==> config.mk <==
export PLATFORM = sky130hd
export DESIGN_NAME = mux_nx1_sequencial
export DESIGN_NICKNAME = d
export VERILOG_FILES = /design/src/rtl/mux_nx1_sequencial.sv
export SDC_FILE = /design/constraint.sdc
export NUM_CORES = 1
export LEC_CHECK = 0
export BUFFER_PORTS_ARGS = -buffer_cell sky130_fd_sc_hd__buf_2
export CORE_MARGIN = 2
export CORE_UTILIZATION = 35
export CTS_BUF_LIST = sky130_fd_sc_hd__clkbuf_4 sky130_fd_sc_hd__clkbuf_8 sky130_fd_sc_hd__clkbuf_16
export DETAILED_ROUTE_END_ITERATION = 7
export PLACE_DENSITY = 0.53
export SLEW_MARGIN = 10
export SYNTH_ARGS = -nofsm -noshare
export SYNTH_HDL_FRONTEND = slang
export SYNTH_SLANG_ARGS = --single-unit
==> constraint.sdc <==
create_clock -name clk -period 4.5 [get_ports clk]
set_input_delay 0.225 -clock clk [delete_from_list [all_inputs] [get_ports clk]]
set_output_delay 0.225 -clock clk [all_outputs]
set_load 0.1 [all_outputs]
==> src/rtl/mux_nx1_sequencial.sv <==
// ============================================================================
//  Module      : mux_nx1_sequencial
//  Description : Parametrised N:1 registered multiplexer with valid/ready
//                handshakes. Manual mode forwards one selected lane per beat;
//                auto mode serialises all lanes of a beat, lane 0 first.
//  Revision    : 1.0 - initial release
// ============================================================================
`default_nettype none

module mux_nx1_sequencial #(
    parameter int DATA_WIDTH = 10,
    parameter int N_INPUTS   = 3,
    parameter int SEL_WIDTH  = 2
) (
    input  logic                           clk,
    input  logic                           rst_n,
    input  logic [N_INPUTS*DATA_WIDTH-1:0] din,
    input  logic                           in_valid,
    output logic                           in_ready,
    input  logic                           mode,
    input  logic [SEL_WIDTH-1:0]           sel,
    output logic [DATA_WIDTH-1:0]          mux_out,
    output logic                           out_valid,
    input  logic                           out_ready,
    output logic [SEL_WIDTH-1:0]           out_idx,
    output logic                           out_last
);

    localparam logic [SEL_WIDTH-1:0] c_LAST_IDX = SEL_WIDTH'(N_INPUTS - 1);
    localparam logic                 c_SINGLE   = (N_INPUTS == 1);

    typedef enum logic {
        ST_IDLE   = 1'b0,
        ST_SERIAL = 1'b1
    } state_t;

    state_t                  r_state;
    state_t                  w_state_nxt;
    logic [DATA_WIDTH-1:0]   r_mux_out,   w_mux_out_nxt;
    logic                    r_out_valid, w_out_valid_nxt;
    logic [SEL_WIDTH-1:0]    r_out_idx,   w_out_idx_nxt;
    logic                    r_out_last,  w_out_last_nxt;
    logic [DATA_WIDTH-1:0]   r_hold      [N_INPUTS];
    logic [DATA_WIDTH-1:0]   w_hold_nxt  [N_INPUTS];
    logic [DATA_WIDTH-1:0]   w_lane      [N_INPUTS];

    logic                    w_in_ready;
    logic                    w_accept;
    logic                    w_at_last;
    logic [SEL_WIDTH-1:0]    w_sel_sat;
    logic [SEL_WIDTH-1:0]    w_next_idx;
    logic [DATA_WIDTH-1:0]   w_man_word;
    logic [DATA_WIDTH-1:0]   w_hold_word;

    // Unpack the flat input bus into lanes
    for (genvar k = 0; k < N_INPUTS; k++) begin : g_lane
        assign w_lane[k] = din[k*DATA_WIDTH +: DATA_WIDTH];
    end

    assign w_at_last  = (r_out_idx == c_LAST_IDX);
    assign w_sel_sat  = (int'(sel) >= N_INPUTS) ? c_LAST_IDX : sel;
    assign w_next_idx = r_out_idx + 1'b1;
    assign w_accept   = in_valid & w_in_ready;

    // Input is ready when the output slot frees up and no serialisation is pending
    always_comb begin
        w_in_ready = 1'b0;
        if (rst_n) begin
            if (r_state == ST_IDLE) begin
                w_in_ready = !r_out_valid || out_ready;
            end else if (w_at_last) begin
                w_in_ready = out_ready;
            end
        end
    end

    // Lane pickers: manual-mode selection and next held lane during serialisation
    always_comb begin
        w_man_word  = '0;
        w_hold_word = '0;
        for (int k = 0; k < N_INPUTS; k++) begin
            if (w_sel_sat == SEL_WIDTH'(k)) begin
                w_man_word = w_lane[k];
            end
            if (w_next_idx == SEL_WIDTH'(k)) begin
                w_hold_word = r_hold[k];
            end
        end
    end

    // Next-state and output-register logic. An accept is only possible in IDLE
    // or on the last serial word, and is handled identically in both cases,
    // which gives gap-free back-to-back beats.
    always_comb begin
        w_state_nxt     = r_state;
        w_mux_out_nxt   = r_mux_out;
        w_out_valid_nxt = r_out_valid;
        w_out_idx_nxt   = r_out_idx;
        w_out_last_nxt  = r_out_last;
        w_hold_nxt      = r_hold;

        if (w_accept) begin
            w_out_valid_nxt = 1'b1;
            if (!mode) begin
                w_mux_out_nxt  = w_man_word;
                w_out_idx_nxt  = w_sel_sat;
                w_out_last_nxt = 1'b1;
                w_state_nxt    = ST_IDLE;
            end else begin
                w_hold_nxt     = w_lane;
                w_mux_out_nxt  = w_lane[0];
                w_out_idx_nxt  = '0;
                w_out_last_nxt = c_SINGLE;
                w_state_nxt    = c_SINGLE ? ST_IDLE : ST_SERIAL;
            end
        end else if ((r_state == ST_SERIAL) && !w_at_last) begin
            if (out_ready) begin
                w_mux_out_nxt  = w_hold_word;
                w_out_idx_nxt  = w_next_idx;
                w_out_last_nxt = (w_next_idx == c_LAST_IDX);
            end
        end else if (out_ready) begin
            w_out_valid_nxt = 1'b0;
            w_state_nxt     = ST_IDLE;
        end
    end

    // State and datapath registers with synchronous active-low reset
    always_ff @(posedge clk) begin
        if (!rst_n) begin
            r_state     <= ST_IDLE;
            r_mux_out   <= '0;
            r_out_valid <= 1'b0;
            r_out_idx   <= '0;
            r_out_last  <= 1'b0;
            for (int k = 0; k < N_INPUTS; k++) begin
                r_hold[k] <= '0;
            end
        end else begin
            r_state     <= w_state_nxt;
            r_mux_out   <= w_mux_out_nxt;
            r_out_valid <= w_out_valid_nxt;
            r_out_idx   <= w_out_idx_nxt;
            r_out_last  <= w_out_last_nxt;
            r_hold      <= w_hold_nxt;
        end
    end

    assign in_ready  = w_in_ready;
    assign mux_out   = r_mux_out;
    assign out_valid = r_out_valid;
    assign out_idx   = r_out_idx;
    assign out_last  = r_out_last;

endmodule

`default_nettype wire
==> Implementation_results.wiki, run 1 <==
{| class="wikitable"
! Metric !! Value
|-
| Outcome || finished clean
|-
| Setup_tns || 0 ns
|-
| Final antenna-violating net count || 0
|-
| Capture endpoint of the worst hold path || r_hold[15]
|-
| Synthesis-stage register bit count || 45
|-
| Wire length of the first global-routing pass || 13,600 um
|-
| CTS Root Cell || sky130_fd_sc_hd__clkbuf_8
|-
| Critical-path cell with the highest stage delay || sky130_fd_sc_hd__o21a_2
|-
| Crit path cell chain || inv_1 > ha_1 > nand2_1 > o21a_2 > nor2_1 > buf_2
|-
| Number of clock sinks || 45
|-
| Synth cell types || 39
|-
| R2R Path Start || out_idx[0]
|-
| Register clock-pin slew on the reported worst setup and hold paths || 0.09 ns
|-
| Net count, final || 352
|-
| Routed vias/inst || 6.47
|-
| Leading cell types in the layout, fill and taps excluded || sky130_fd_sc_hd__buf_2, sky130_fd_sc_hd__dfxtp_1, sky130_fd_sc_hd__nand4_1, sky130_fd_sc_hd__a21oi_1, sky130_fd_sc_hd__o31ai_1
|-
| Post-route non-filler standard cell count || 408
|-
| CP endpoint kind || output port
|-
| Total half-perimeter wirelength after legalization and detailed placement || 5430 um
|-
| Worst hold path type || input port to flip-flop
|-
| Share of post-route cells with drive strength above 1 || 0.247
|-
| # setup viols final || 0
|-
| Most used flip-flop cell after synthesis || sky130_fd_sc_hd__dfxtp_1
|-
| Per-instance average area after synthesis || 8.75 um2
|-
| Area taken by flip-flops and latches || 901 um2
|-
| Violation count after the first detailed-route iteration || 236
|-
| Average wire per standard cell || 21.4 um
|-
| I/O pins || 52
|-
| Actual transition at the worst max-transition pin || 1.11 ns
|-
| Worst Slack Setup Final || 1.80 ns
|-
| Leakage component of the power || 0.980 nW
|-
| Pins over their slew limit || 0
|-
| Longest Clk Path Bufs || 2
|-
| Post-CTS setup repair buffer count || 0
|-
| Number of global-route vias before repair || 2,308
|-
| Post-synthesis net count || 328
|-
| Area of the multi-input gates || 1410 um2
|-
| Number of rows in the core area || 30
|-
| Largest driver fanout on the critical path || 54
|-
| Period minus WS final || 2.70 ns
|-
| Type of origin of the critical path || flip-flop
|-
| Worst r2r dst || mux_out[6]
|-
| Relative slew margins || 0.254
|-
| Quantity of I/O buffers inserted on ports || 51
|-
| Highest Clock Rate || 0.370 GHz
|-
| DRC violations left || 0
|-
| Setup slack of the most critical reg-to-reg path || 2.02 ns
|-
| Classification of the worst setup path || flip-flop to output port
|-
| Worst IR drop on VDD || 0.000127 V
|-
| Antenna Cells || 0
|-
| Gate count of the mapped netlist || 287
|-
| Worst slack at placement || 1.72 ns
|-
| Hold Violations, Final || 0
|-
| Number of clock buffers inserted by TritonCTS || 5
|-
| TritonCTS clock tree || built
|-
| Post-cts sizing count || 0
|-
| Effective utilization at floorplan || 0.366
|-
| Core outline area || 6870 um2
|-
| EDFF count, synth || 0
|-
| Pin count of the biggest net entering global routing || 56
|-
| Setup clock skew after layout || 0.00802 ns
|-
| Cells on worst reg2reg path || 6
|-
| GPL Wtd Cong || 0.833
|-
| Die outline height || 88.7 um
|-
| Antenna violations before repair || 0
|-
| Quantity of hold-fixing buffers added after cts || 0
|-
| Final cycle utilization of the critical path || 0.600
|-
| Layout overhead on the synthesized area || 12.8%
|-
| H-tree depth reported by CTS || 2
|-
| Aggregate global-route resource usage || 0.226
|-
| Total Die Area || 7870 um2
|-
| Synthesized cell area || 2510 um2
|-
| Sequential share of the synthesized area || 0.359
|-
| Pre-antenna DRT Iters || 5
|-
| DR vias || 2,640
|-
| Cell depth of the worst min-delay path || 3
|-
| Critical Path AT || 2.48 ns
|-
| Most common cell after layout, fill and taps aside || sky130_fd_sc_hd__buf_2
|-
| Final wirelength || 8730 um
|-
| Number of warnings issued by yosys || 0
|-
| Hold Startpoint || din[15]
|-
| Width of the chip || 88.7 um
|-
| FFs w/ async S/R, synth || 0
|-
| Count of placed standard cells including taps || 400
|-
| Number of fill cells in the layout || 702
|-
| RSZ-0062 raised after global routing || no
|-
| Number of maximum-capacitance constraint violations || 0
|-
| Largest stage delay on the critical path || 0.89 ns
|-
| Pwr per Cell Area || 360 nW/um2
|-
| Design Power || 1.02 mW
|-
| Insertion delay to the later sink of the worst-skew pair || 0.31 ns
|-
| Global route total overflow || 0
|-
| Endpoint required time on the critical path || 4.28 ns
|}
-- cells in the mapped netlist, types with 2 or more instances --
cell,number,area (um2)
sky130_fd_sc_hd__nand4_1,31,194
sky130_fd_sc_hd__a311oi_1,5,43.8
sky130_fd_sc_hd__a311oi_2,6,90.1
sky130_fd_sc_hd__buf_1,4,15.0
sky130_fd_sc_hd__a221o_1,10,100
sky130_fd_sc_hd__a2111o_1,10,113
sky130_fd_sc_hd__o221ai_1,10,87.6
sky130_fd_sc_hd__nor2b_1,2,12.5
sky130_fd_sc_hd__o31ai_1,30,225
sky130_fd_sc_hd__o21ai_0,2,10.0
sky130_fd_sc_hd__a21oi_1,31,155
sky130_fd_sc_hd__nor2_1,14,52.6
sky130_fd_sc_hd__buf_6,3,33.8
sky130_fd_sc_hd__clkbuf_1,23,86.3
sky130_fd_sc_hd__nand2_1,4,15.0
sky130_fd_sc_hd__ha_1,4,50.1
sky130_fd_sc_hd__nor3_1,12,60.1
sky130_fd_sc_hd__o22ai_1,10,62.6
sky130_fd_sc_hd__nand2b_1,2,12.5
sky130_fd_sc_hd__inv_1,3,11.3
sky130_fd_sc_hd__buf_4,2,15.0
sky130_fd_sc_hd__clkinv_1,3,11.3
sky130_fd_sc_hd__dfxtp_1,45,901
sky130_fd_sc_hd__buf_2,6,30.0
-- logic make-up after synthesis --
| family | synth area share |
|---|---|
| simple gates | 0.157 |
| compound gates | 0.384 |
| flops | 0.359 |
| buf+inv | 0.0807 |
| fa+ha+maj | 0.0199 |
-- stage by stage --
| step | hold WS, ns | cell area, um2 | utilization |
|---|---|---|---|
| finish | 0.178 | 2830 | 0.413 |
| global route | 0.182 | 2830 | 0.413 |
| CTS | 0.179 | 2830 | 0.413 |
| detailed placement | 0.464 | 2740 | 0.399 |
| global placement | 0.459 | 2740 | 0.399 |
| floorplan | 0.353 | 2510 | - |
-- worst max-delay path by stage --
stage                 endpoint  cells past startpoint  slack [ns]  startpoint
CTS                   in_ready                      6        1.81  out_idx[0]
finish                in_ready                      6        1.80  out_idx[0]
detailed placement  mux_out[6]                      5        1.72       rst_n
floorplan             in_ready                      6        1.20  out_idx[1]
global placement    mux_out[5]                      5        1.71       rst_n
global route          in_ready                      6        1.60  out_idx[0]
-- state kept, by name (all words and copies together), names as in the netlist --
name / cells
out_last: 1
r_state: 1
mux_out: 10
out_idx: 2
r_hold: 30
out_valid: 1
-- layout make-up --
class                           instances  area share
Clock buffer                            8      0.0322
Sequential cell                        45       0.318
Multi-Input combinational cell        198       0.499
Inverter                                6     0.00795
Tap cell                               96      0.0424
Timing Repair Buffer                   55       0.101
-- worst max-delay path, delay by kind of cell, from the launching register on --
kind	cells	cell delay [ns]
compound gates	1	0.89
fa+ha+maj	1	0.22
buf+inv	2	0.42
flops	1	0.44
simple gates	2	0.18
-- per-layer routing --
layer  vias to the layer above  GRT usage  share of wire
met5                         -          0              0
met4                         0     0.0826          0.024
met3                        17     0.0466          0.081
met2                       129      0.302           0.42
met1                      1284      0.351           0.48
li1                       1210          -              -
-- where the power goes --
group / internal (mW) / switching [mW]
sequential: 0.420 / 0.0156
combinational: 0.0780 / 0.235
clock: 0.129 / 0.142
total: 0.627 / 0.393
No activity file was read; power rests on OpenSTA's default activity.
==> run 2, diff against run 1 <==
==> constraint.sdc (replaced) <==
create_clock -name clk -period 2.8 [get_ports clk]
set_input_delay 0.14 -clock clk [delete_from_list [all_inputs] [get_ports clk]]
set_output_delay 0.14 -clock clk [all_outputs]
set_load 0.1 [all_outputs]
==> Implementation_results.wiki, run 2 (synthesis results as in run 1) <==
{| class="wikitable"
! Metric !! Value
|-
| CTS Root Cell || sky130_fd_sc_hd__clkbuf_8 (unchanged)
|-
| Worst r2r dst || mux_out[7] (was mux_out[6])
|-
| Outcome || finished clean (unchanged)
|-
| Die outline height || 88.7 um (unchanged)
|-
| Pre-antenna DRT Iters || 4 (was 5)
|-
| Leakage component of the power || 1.03 nW (was 0.980 nW)
|-
| Number of clock sinks || 45 (unchanged)
|-
| Register name with the most flops || r_hold (unchanged)
|-
| Final wirelength || 8180 um (was 8730 um)
|-
| Highest Clock Rate || 0.449 GHz
|-
| Longest Clk Path Bufs || 2 (unchanged)
|-
| Critical Path AT || 2.09 ns (was 2.48 ns)
|-
| Width of the chip || 88.7 um (unchanged)
|-
| Core outline area || 6870 um2 (unchanged)
|-
| Relative slew margins || 0.381 (was 0.254)
|-
| Classification of the worst setup path || flip-flop to output port (unchanged)
|-
| Number of rows in the core area || 30 (unchanged)
|-
| Effective utilization at floorplan || 0.366 (unchanged)
|-
| Post-cts sizing count || 0 (unchanged)
|-
| Cells on worst reg2reg path || 6 (unchanged)
|-
| Number of global-route vias before repair || 2,182 (was 2,308)
|-
| Pin count of the biggest net entering global routing || 54 (was 56)
|-
| Finished Cell Area || 2940 um2 (was 2830 um2)
|-
| Worst hold path type || input port to flip-flop (unchanged)
|-
| # setup viols final || 0 (unchanged)
|-
| Endpoint required time on the critical path || 2.66 ns (was 4.28 ns)
|-
| Register clock-pin slew on the reported worst setup and hold paths || 0.09 ns (about the same)
|-
| Period minus WS final || 2.23 ns
|-
| GPL Wtd Cong || 0.834 (was 0.833)
|-
| Actual transition at the worst max-transition pin || 0.928 ns (was 1.11 ns)
|-
| Hold Violations, Final || 0 (unchanged)
|-
| Setup clock skew after layout || 0.00735 ns (was 0.00802 ns)
|-
| Count of placed standard cells including taps || 406 (was 400)
|-
| DR vias || 2,545 (was 2,640)
|-
| Pwr per Cell Area || 614 nW/um2 (was 360 nW/um2)
|-
| Buffers and inverters on the worst path || 2 (unchanged)
|-
| Global route total overflow || 0 (unchanged)
|-
| Cell depth of the worst min-delay path || 3 (unchanged)
|-
| Number of maximum-capacitance constraint violations || 0 (unchanged)
|-
| Setup_tns || 0 ns (unchanged)
|-
| Most common cell after layout, fill and taps aside || sky130_fd_sc_hd__buf_2 (unchanged)
|-
| Post-route non-filler standard cell count || 414 (was 408)
|-
| Antenna violations before repair || 0 (unchanged)
|-
| Final cycle utilization of the critical path || 0.796
|-
| Layout overhead on the synthesized area || 16.9% (was 12.8%)
|-
| Number of clock buffers inserted by TritonCTS || 5 (unchanged)
|-
| Pins over their slew limit || 0 (unchanged)
|-
| Net count, final || 358 (was 352)
|-
| Antenna Cells || 0 (unchanged)
|-
| Total half-perimeter wirelength after legalization and detailed placement || 5600 um (was 5430 um)
|-
| Type of origin of the critical path || flip-flop (unchanged)
|-
| Worst Slack Setup Final || 0.572 ns (was 1.80 ns)
|-
| CP endpoint kind || output port (unchanged)
|-
| Total cell area at the placement stage || 2800 um2 (was 2740 um2)
|-
| Number of flip-flops in the largest register || 30 (unchanged)
|-
| Largest delay share family, worst path || compound AO/OA/AOI/OAI gates (unchanged)
|-
| Post-CTS setup repair buffer count || 0 (unchanged)
|-
| TritonCTS clock tree || built (unchanged)
|-
| Share of post-route cells with drive strength above 1 || 0.264 (was 0.247)
|-
| Hold Startpoint || din[25] (was din[15])
|-
| Violation count after the first detailed-route iteration || 266 (was 236)
|-
| Leading cell types in the layout, fill and taps excluded || sky130_fd_sc_hd__buf_2, sky130_fd_sc_hd__dfxtp_1, sky130_fd_sc_hd__nand4_1, sky130_fd_sc_hd__a21oi_1, sky130_fd_sc_hd__o31ai_1 (unchanged)
|-
| RSZ-0062 raised after global routing || no (unchanged)
|-
| Critical-path cell with the highest stage delay || sky130_fd_sc_hd__o21a_2 (unchanged)
|-
| Largest driver fanout on the critical path || 30 (was 54)
|-
| Setup slack of the most critical reg-to-reg path || 0.58 ns (was 2.02 ns)
|-
| Final antenna-violating net count || 0 (unchanged)
|-
| Routed vias/inst || 6.15 (was 6.47)
|-
| Minimum hold slack || 0.0812 ns (was 0.178 ns)
|-
| H-tree depth reported by CTS || 2 (unchanged)
|-
| DRC violations left || 0 (unchanged)
|-
| Worst IR drop on VDD || 0.000192 V (was 0.000127 V)
|-
| Worst slack at placement || 0.612 ns (was 1.72 ns)
|-
| Average wire per standard cell || 19.7 um (was 21.4 um)
|-
| Capture endpoint of the worst hold path || r_hold[5] (was r_hold[15])
|-
| Quantity of hold-fixing buffers added after cts || 0 (unchanged)
|-
| Aggregate global-route resource usage || 0.210 (was 0.226)
|-
| Insertion delay to the later sink of the worst-skew pair || 0.31 ns (about the same)
|-
| R2R Path Start || out_idx[0] (unchanged)
|-
| I/O pins || 52 (unchanged)
|-
| Wire length of the first global-routing pass || 12,500 um (was 13,600 um)
|-
| Largest stage delay on the critical path || 0.57 ns (was 0.89 ns)
|-
| Crit path cell chain || inv_1 > ha_1 > nand2_1 > o21a_2 > nor2_2 > buf_2 (was inv_1 > ha_1 > nand2_1 > o21a_2 > nor2_1 > buf_2)
|-
| Total Die Area || 7870 um2 (unchanged)
|-
| Quantity of I/O buffers inserted on ports || 51 (unchanged)
|}
-- run 2: cell count changes in the layout (fill, tap and decap cells not counted) --
cell / previous run / this run
sky130_fd_sc_hd__buf_4: 4 / 9
sky130_fd_sc_hd__clkbuf_4: 3 / 0
sky130_fd_sc_hd__bufinv_16: 0 / 2
sky130_fd_sc_hd__buf_12: 0 / 1
sky130_fd_sc_hd__clkinv_2: 0 / 1
sky130_fd_sc_hd__nor2_1: 14 / 13
sky130_fd_sc_hd__nor2_2: 0 / 1
-- run 2: worst max-delay path by stage --
| stage | startpoint | to | slack, ns | cells after the start |
|---|---|---|---|---|
| 2_1_floorplan | out_idx[1] | in_ready | 0.05 | 6 |
| 3_3_place_gp | out_idx[0] | mux_out[5] | 0.76 | 6 |
| 3_5_place_dp | out_idx[0] | mux_out[7] | 0.61 | 6 |
| 4_1_cts | out_idx[0] | in_ready | 0.57 | 6 |
| 5_1_grt | out_idx[0] | mux_out[0] | 0.30 | 6 |
| 6_report | out_idx[0] | in_ready | 0.57 | 6 |
-- run 2: worst min-delay path, cell delays in order --
cell and delay [ns]:
sky130_fd_sc_hd__buf_2 0.11, sky130_fd_sc_hd__nand4_1 0.06, sky130_fd_sc_hd__a21oi_1 0.05
-- run 2: metal layers --
| layer | vias up | track usage | part of all wire |
|---|---|---|---|
| met5 | - | 0 | 0 |
| li1 | 1217 | - | - |
| met2 | 107 | 0.293 | 0.42 |
| met3 | 6 | 0.0438 | 0.073 |
| met1 | 1215 | 0.325 | 0.50 |
| met4 | 0 | 0.0537 | 0.0068 |
-- run 2: power by group --
part	internal (mW)	total [mW]	leakage, nW	switching (mW)
Combinational	0.135	0.503	0.597	0.368
Sequential	0.675	0.701	0.367	0.0258
Clock	0.355	0.600	0.0681	0.245
-- run 2: final cells by class --
type / instances / area [um2]
fillers: 687 / 3930
clock buffers: 5 / 68.8
flip-flops and latches: 45 / 901
repair buffers: 61 / 343
well taps: 96 / 120
multi-input cells: 198 / 1420
clock inverters: 3 / 65.1
inverters: 6 / 22.5
-- run 2: through the flow --
stage,power [mW],util
global route,1.87,0.428
finish,1.80,0.428
global placement,1.21,0.408
detailed placement,1.21,0.408
floorplan,1.10,-
CTS,1.81,0.428
